File: src/rtl/io_bus_arbiter.sv
// Round-robin arbiter sharing one single-beat register bus among NUM_REQ requesters.
// Latency: grant sampled in IDLE -> strobe next cycle -> rsp_valid three cycles after the request.
// Backpressure: requesters hold their request until req_ready; one access per 3 cycles, no queueing.
//
// Ports:
//   clk, reset              : single clock, synchronous active-high reset
//   req_valid/req_write     : per-requester request and direction (1 = write)
//   req_addr/req_wdata      : flattened per-requester address / write data
//   req_ready/rsp_valid     : one-hot accept pulse / one-hot completion pulse
//   rsp_rdata               : read data for the completing requester
//   io_addr/io_wdata        : bus address / write data, held outside ISSUE
//   io_write/io_read        : one-cycle bus strobes
//   io_rdata                : bus read data, valid the cycle after io_read
module io_bus_arbiter #(
  parameter int NUM_REQ = 4,
  parameter int ADDR_W  = 32,
  parameter int DATA_W  = 32
) (
  input  logic                      clk,
  input  logic                      reset,
  input  logic [NUM_REQ-1:0]        req_valid,
  input  logic [NUM_REQ-1:0]        req_write,
  input  logic [NUM_REQ*ADDR_W-1:0] req_addr,
  input  logic [NUM_REQ*DATA_W-1:0] req_wdata,
  output logic [NUM_REQ-1:0]        req_ready,
  output logic [NUM_REQ-1:0]        rsp_valid,
  output logic [DATA_W-1:0]         rsp_rdata,
  output logic [ADDR_W-1:0]         io_addr,
  output logic                      io_write,
  output logic                      io_read,
  output logic [DATA_W-1:0]         io_wdata,
  input  logic [DATA_W-1:0]         io_rdata
);

  localparam int IDX_W = (NUM_REQ > 1) ? $clog2(NUM_REQ) : 1;

  typedef enum logic [1:0] {IDLE, ISSUE, RESP} state_t;

  state_t           state, state_nxt;
  logic [IDX_W-1:0] last_grant;
  logic [IDX_W-1:0] gnt;
  logic [IDX_W-1:0] pick;
  logic [IDX_W-1:0] cand;
  logic             pick_vld;
  logic             wr_flag;

  // Round-robin search starting just after the last granted requester.
  always_comb begin
    pick_vld = 1'b0;
    pick     = '0;
    cand     = '0;
    for (int k = 1; k <= NUM_REQ; k++) begin
      cand = IDX_W'((int'(last_grant) + k) % NUM_REQ);
      if (!pick_vld && req_valid[cand]) begin
        pick_vld = 1'b1;
        pick     = cand;
      end
    end
  end

  always_ff @(posedge clk) begin
    if (reset) begin
      state <= IDLE;
    end else begin
      state <= state_nxt;
    end
  end

  // Strobes and accept are decoded from state so a reset-abort clears them
  // in the very next cycle.
  always_comb begin
    state_nxt = state;
    io_write  = 1'b0;
    io_read   = 1'b0;
    req_ready = '0;
    case (state)
      IDLE: begin
        if (pick_vld) state_nxt = ISSUE;
      end
      ISSUE: begin
        io_write       = wr_flag;
        io_read        = !wr_flag;
        req_ready[gnt] = 1'b1;
        state_nxt      = RESP;
      end
      RESP: begin
        state_nxt = IDLE;
      end
      default: begin
        state_nxt = IDLE;
      end
    endcase
  end

  always_ff @(posedge clk) begin
    if (reset) begin
      io_addr    <= '0;
      io_wdata   <= '0;
      wr_flag    <= 1'b0;
      gnt        <= '0;
      last_grant <= IDX_W'(NUM_REQ - 1);
      rsp_valid  <= '0;
      rsp_rdata  <= '0;
    end else begin
      rsp_valid <= '0;
      if (state == IDLE && pick_vld) begin
        gnt        <= pick;
        last_grant <= pick;
        wr_flag    <= req_write[pick];
        io_addr    <= req_addr[pick*ADDR_W +: ADDR_W];
        io_wdata   <= req_wdata[pick*DATA_W +: DATA_W];
      end
      // Bus read data arrives during RESP; the completion pulse lands in the
      // following cycle, overlapping the next arbitration.
      if (state == RESP) begin
        rsp_valid[gnt] <= 1'b1;
        if (!wr_flag) rsp_rdata <= io_rdata;
      end
    end
  end

endmodule

File: config.mk
export PLATFORM = sky130hd
export DESIGN_NAME = io_bus_arbiter
export DESIGN_NICKNAME = d
export VERILOG_FILES = /design/src/rtl/io_bus_arbiter.sv
export SDC_FILE = /design/constraint.sdc
export NUM_CORES = 1
export LEC_CHECK = 0
export CAP_MARGIN = 40
export CORE_AREA = 3 3 154 156
export DETAILED_ROUTE_END_ITERATION = 12
export DIE_AREA = 0 0 157 159
export SLEW_MARGIN = 10
export SYNTH_ARGS = -nofsm -noshare
export SYNTH_HDL_FRONTEND = slang
export SYNTH_SLANG_ARGS = --single-unit
File: constraint.sdc
create_clock -name clk -period 2.8 [get_ports clk]
set_input_delay 0.7 -clock clk [delete_from_list [all_inputs] [get_ports clk]]
set_output_delay 0.7 -clock clk [all_outputs]
set_load 0.1 [all_outputs]
# == Yosys cells after proc, flatten, opt, wreduce, memory -nomap -nowiden ==
# Index checks and enable logic that the tools add are counted.
# word_totals
mem_bits_rw,0
memories,0
ff_bits,107
wordCells,63
latch_bits,0
out_inout_bits,106
mem_bits_ro,0
# op_classes
n_addsub,4
magnitude_cmp,7
muxes,25
mul,0
n_div,0
n_bitwise,2
n_eq_ne,3
shift,2
reduce_logical,12
# op_table
op,count
variable part select 128 x 8 -> 32 bit,2
"less-than comparator 2 x 3 -> 1 bit, second input constant",6
two-way mux 1 bit,12
binary-select mux 1 bit (select 2 bit),5
two-way mux 2 bit,5
logical AND 1 bit,5
"adder 2 x 1 -> 2 bit, second input constant",2
"adder 2 bit, second input constant",2
logical NOT 1 bit,4
two-way mux 4 bit,1
one-hot mux 2 bit (2 select lines),1
demux 1 bit (select 2 bit),1
"equality test 2 x 1 -> 1 bit, second input constant",1
"equality test 2 bit, second input constant",1
"greater-or-equal comparator 2 x 1 -> 1 bit, second input constant",1
logical NOT 2 bit,1
"!= test 2 bit, second input constant",1
NOT 1 bit,2
AND reduction 2 bit,1
OR reduction 2 bit,1

# == Logic depth before layout (Yosys ltp) ==
# logic_depth
ltp_word,15
depth_mapped,9
ltp_nobuf,5

# == Worst setup path after synthesis ==
# Ideal clock, no wire load.
# synth_path
path_kind,register to output
startpoint,reg state[1]
endpoint,out req_ready[2]
path_stages_with_launch,3
required_time_ns,2.100
arrival_time_ns,2.769
n_path_buf,0
slack_ns,-0.669
cell_sequence,dfxtp_1 > nand2b_1 > nor3b_1
# synth_via
elab_chain_cells,2
# synth_rtl
item,line_no,text
"start, declared",39,"state_t state, state_nxt;"
"start signal, assigned",65,state <= state_nxt;
equality test 2 x 1 -> 1 bit,76,case (state)
two-way mux 4 bit,76,
"end, declared",25,"output logic [NUM_REQ-1:0] req_ready,"
# No other way between the ends.

# == Worst setup path after layout ==
# layout_path
startpoint,in req_valid[0]
endpoint,reg io_addr[24]
# layout_via
elab_chain_cells,13
word_cells_on_any_way,24
# layout_rtl
item,line_no,text
"start, declared",21,"input logic [NUM_REQ-1:0] req_valid,"
binary-select mux 1 bit (select 2 bit),54,if (!pick_vld && req_valid[cand]) begin
two-way mux 1 bit (implied by the code),54,
two-way mux 1 bit,54,
logical NOT 1 bit,54,
logical AND 1 bit,54,
two-way mux 1 bit,54,
logical NOT 1 bit,54,
logical AND 1 bit,54,
two-way mux 1 bit,54,
logical NOT 1 bit,54,
logical AND 1 bit,54,
two-way mux 2 bit or two-way mux 1 bit (tied branches),54,
variable part select 128 x 8 -> 32 bit or logical AND 1 bit (tied branches),"110, 106",
"end signal, assigned",110,io_addr <= req_addr[pick*ADDR_W +: ADDR_W];
"end, declared",28,"output logic [ADDR_W-1:0] io_addr,"
# Parallel ways exist; a longest one is shown, timed or not. The select of a mux whose other input is x is not followed.
# A chain may end at the register's enable or synchronous reset.

==> reports/qor.yml <==
timing:
  slew_violations: 0
  min_period_ns: 2.60
  hold_viol: 0
  fin_tns_setup_ns: 0
  worstMarginPinSlew_ns: 0.504
  finClkSkew_ns: 0.00820
  setup_viol_count_final: 0
  clock.fmax_mhz: 385
  period_share_pct: 92.7
  max_slew_margin_pct: 66.4
  rsz0062_at_grt: "false"
synthesis:
  synth_area_sq_um: 5970
  synth_ff_type: "dfxtp_1"
  ys_seq_elements: 107
  syn_inst: 646
  synthDistinctLibCells: 42
  synth_edf_count: 0
  seq_area_frac_synth_pct: 35.9
  synthArstFlopShare_pct: 0
  ys_warn_count: 0
  syn_area_per_cell_sq_um: 9.24
  synth_nets: 944
cells_and_area:
  layout.cells.non_filler: 1326
  area_growth_pct: 77.7
  antenna_cells: 0
  num-nets-final: 1335
  fin_area_sq_um: 10600
  layout_commonest_cell: "clkdlybuf4s50_1"
  drive_above_1_share_pct: 20.1
  final_cell_mix: "296 x clkdlybuf4s50_1, 139 x buf_4, 107 x dfxtp_1, 99 x mux2i_1, 65 x nand2_1"
  fill_cells: 2203
die:
  design.portCount: 404
  die-area_sq_um: 25000
  die_y_um: 159
  start_util_pct: 26.5
  die_width_um: 157
  fp-row-count: 55
  fp.coreArea_sq_um: 22500
global_route:
  grt_max_degree: 43
  grt_pass1_vias: 6705
  antenna_found_initial: 0
  grt_first_pass_wirelength_um: 39300
  grt_usage_pct: 19.9
  grt_overflow: 0
cts:
  cts.repair.resized: 0
  cts_buffers: 9
  cts_tree: "built"
  clock_latency_ns: 0.36
  clock_sinks: 107
  ctsRootBufferMaster: "clkbuf_16"
  cts_buffer_depth: 2
  h-tree-depth: 3
  path_clk_slew_ns: 0.08
power:
  p_per_area_nw_per_um2: 612
  peakVddDrop_mv: 0.282
  p_leak_nw: 4.33
worst_hold_path:
  hold_depth: 2
  min-delay-path-class: "register to register"
drt:
  drtIter0Drc: 346
  wirelength_um: 26400
  drc: 0
  drtPass1Iterations: 4
  drt-vias-per-instance: 4.95
  wl_per_cell_um: 19.9
  ant_nets: 0
  via_count: 6561
placed_design:
  dpl.hpwl_um: 19400
  routabilityCongestion: 0.807
  port_buffers: 403
  dp_cells: 1309
  dpl-instance-area_sq_um: 10300
job:
  maxCapViolations: 0
setup_path:
  worstSetupStartpointType: "input pin"
  cp-end-kind: "register"
  ff2ff_path_depth: 7
  critical_path_class: "input pin to register"
  crit_required_ns: 3.05
  worst-endpoint-arrival_ns: 2.84
  cp_max_fo: 31
outcome:
  status: "completed"
## metrics by stage
step | hold slack, ns | util (%) | setup slack [ns] | power, mW
2_1_floorplan | 0.488 | - | 0.249 | 4.09
3_3_place_gp | 0.443 | 45.7 | -0.257 | 5.22
3_5_place_dp | 0.447 | 45.7 | -0.248 | 5.23
4_1_cts | 0.459 | 47.0 | 0.136 | 6.54
5_1_grt | 0.474 | 47.1 | 0.0567 | 6.77
6_report | 0.456 | 47.1 | 0.204 | 6.49
## logic make-up (layout without fill, tap and decap cells)
logic type | after synthesis | after routing | share of synthesized area (%)
buffers and inverters | 72 | 467 | 6.04
flip-flops | 107 | 107 | 35.9
AND/OR/NAND/NOR | 162 | 162 | 15.1
multiplexers | 99 | 99 | 16.6
AO/OA/AOI/OAI | 206 | 206 | 26.4
## synthesized netlist by cell type (2+ instances only)
cell type,n,share of area [%]
buf_2,5,0.42
nand3_1,2,0.17
nor2_1,12,0.75
buf_6,4,0.75
o211ai_1,32,4.0
clkbuf_1,48,3.0
mux2i_1,99,17
nand3b_1,35,4.4
dfxtp_1,107,36
buf_4,7,0.88
nand2_1,65,4.1
nor2b_1,32,3.4
o21a_1,2,0.25
nor3_2,3,0.50
nor2b_4,3,0.69
nand2b_1,4,0.42
o221ai_1,34,5.0
nor3b_1,2,0.25
o31ai_1,31,3.9
a21oi_1,34,2.9
a211oi_1,30,3.8
a31o_2,25,3.7
inv_1,2,0.13
a31o_1,6,0.88
nor3_1,2,0.17
buf_1,4,0.25
## layout make-up
cell class	instances	area, sq um	area share [%]
multi-input cells	467	3510	33.1
well taps	285	357	3.36
clock buffers	9	225	2.12
flip-flops and latches	107	2140	20.2
repair buffers	450	4310	40.6
clock inverters	6	61.3	0.578
inverters	2	7.51	0.0708
## metal layers
metal  up-vias  part of all wire (%)  track usage [%]
li1       3227                     -                -
met1      3070                    41             24.7
met2       237                    50             34.7
met3        27                   6.8             4.32
met4         0                   1.8             4.89
met5         -                     0                0
## path summary, 6_finish.rpt
kind                    to  slack, ns           from
max            io_addr[24]       0.20   req_valid[0]
min          rsp_rdata[28]       0.46  rsp_rdata[28]
max reg2reg   io_wdata[29]       0.69       state[1]
min reg2reg  rsp_rdata[28]       0.46  rsp_rdata[28]
## where the power goes
group          internal (mW)  total (mW)  switching [mW]
Sequential              1.71        1.84           0.123
Combinational           1.20        3.38            2.18
Clock                  0.621        1.28           0.660
## repair_timing
item	4_1_cts	5_1_grt
hold buffers	0	0
setup buffers	0	1
endpoints found under the setup margin	0	3
## critical path: stages
cell	delay (ns)
clkdlybuf4s50_1	0.55
o41ai_4	0.45
buf_4	0.39
a21oi_2	0.09
buf_12	0.18
a31o_2	0.22
a211oi_1	0.23
## sequential cells by signal, summed over array words and instances (netlist names)
| signal | count |
|---|---|
| io_addr | 32 |
| rsp_valid | 4 |
| rsp_rdata | 32 |
| io_wdata | 32 |
| wr_flag | 1 |
| last_grant | 2 |
| gnt | 2 |
| state | 2 |
No activity file was read; power rests on OpenSTA's default activity.
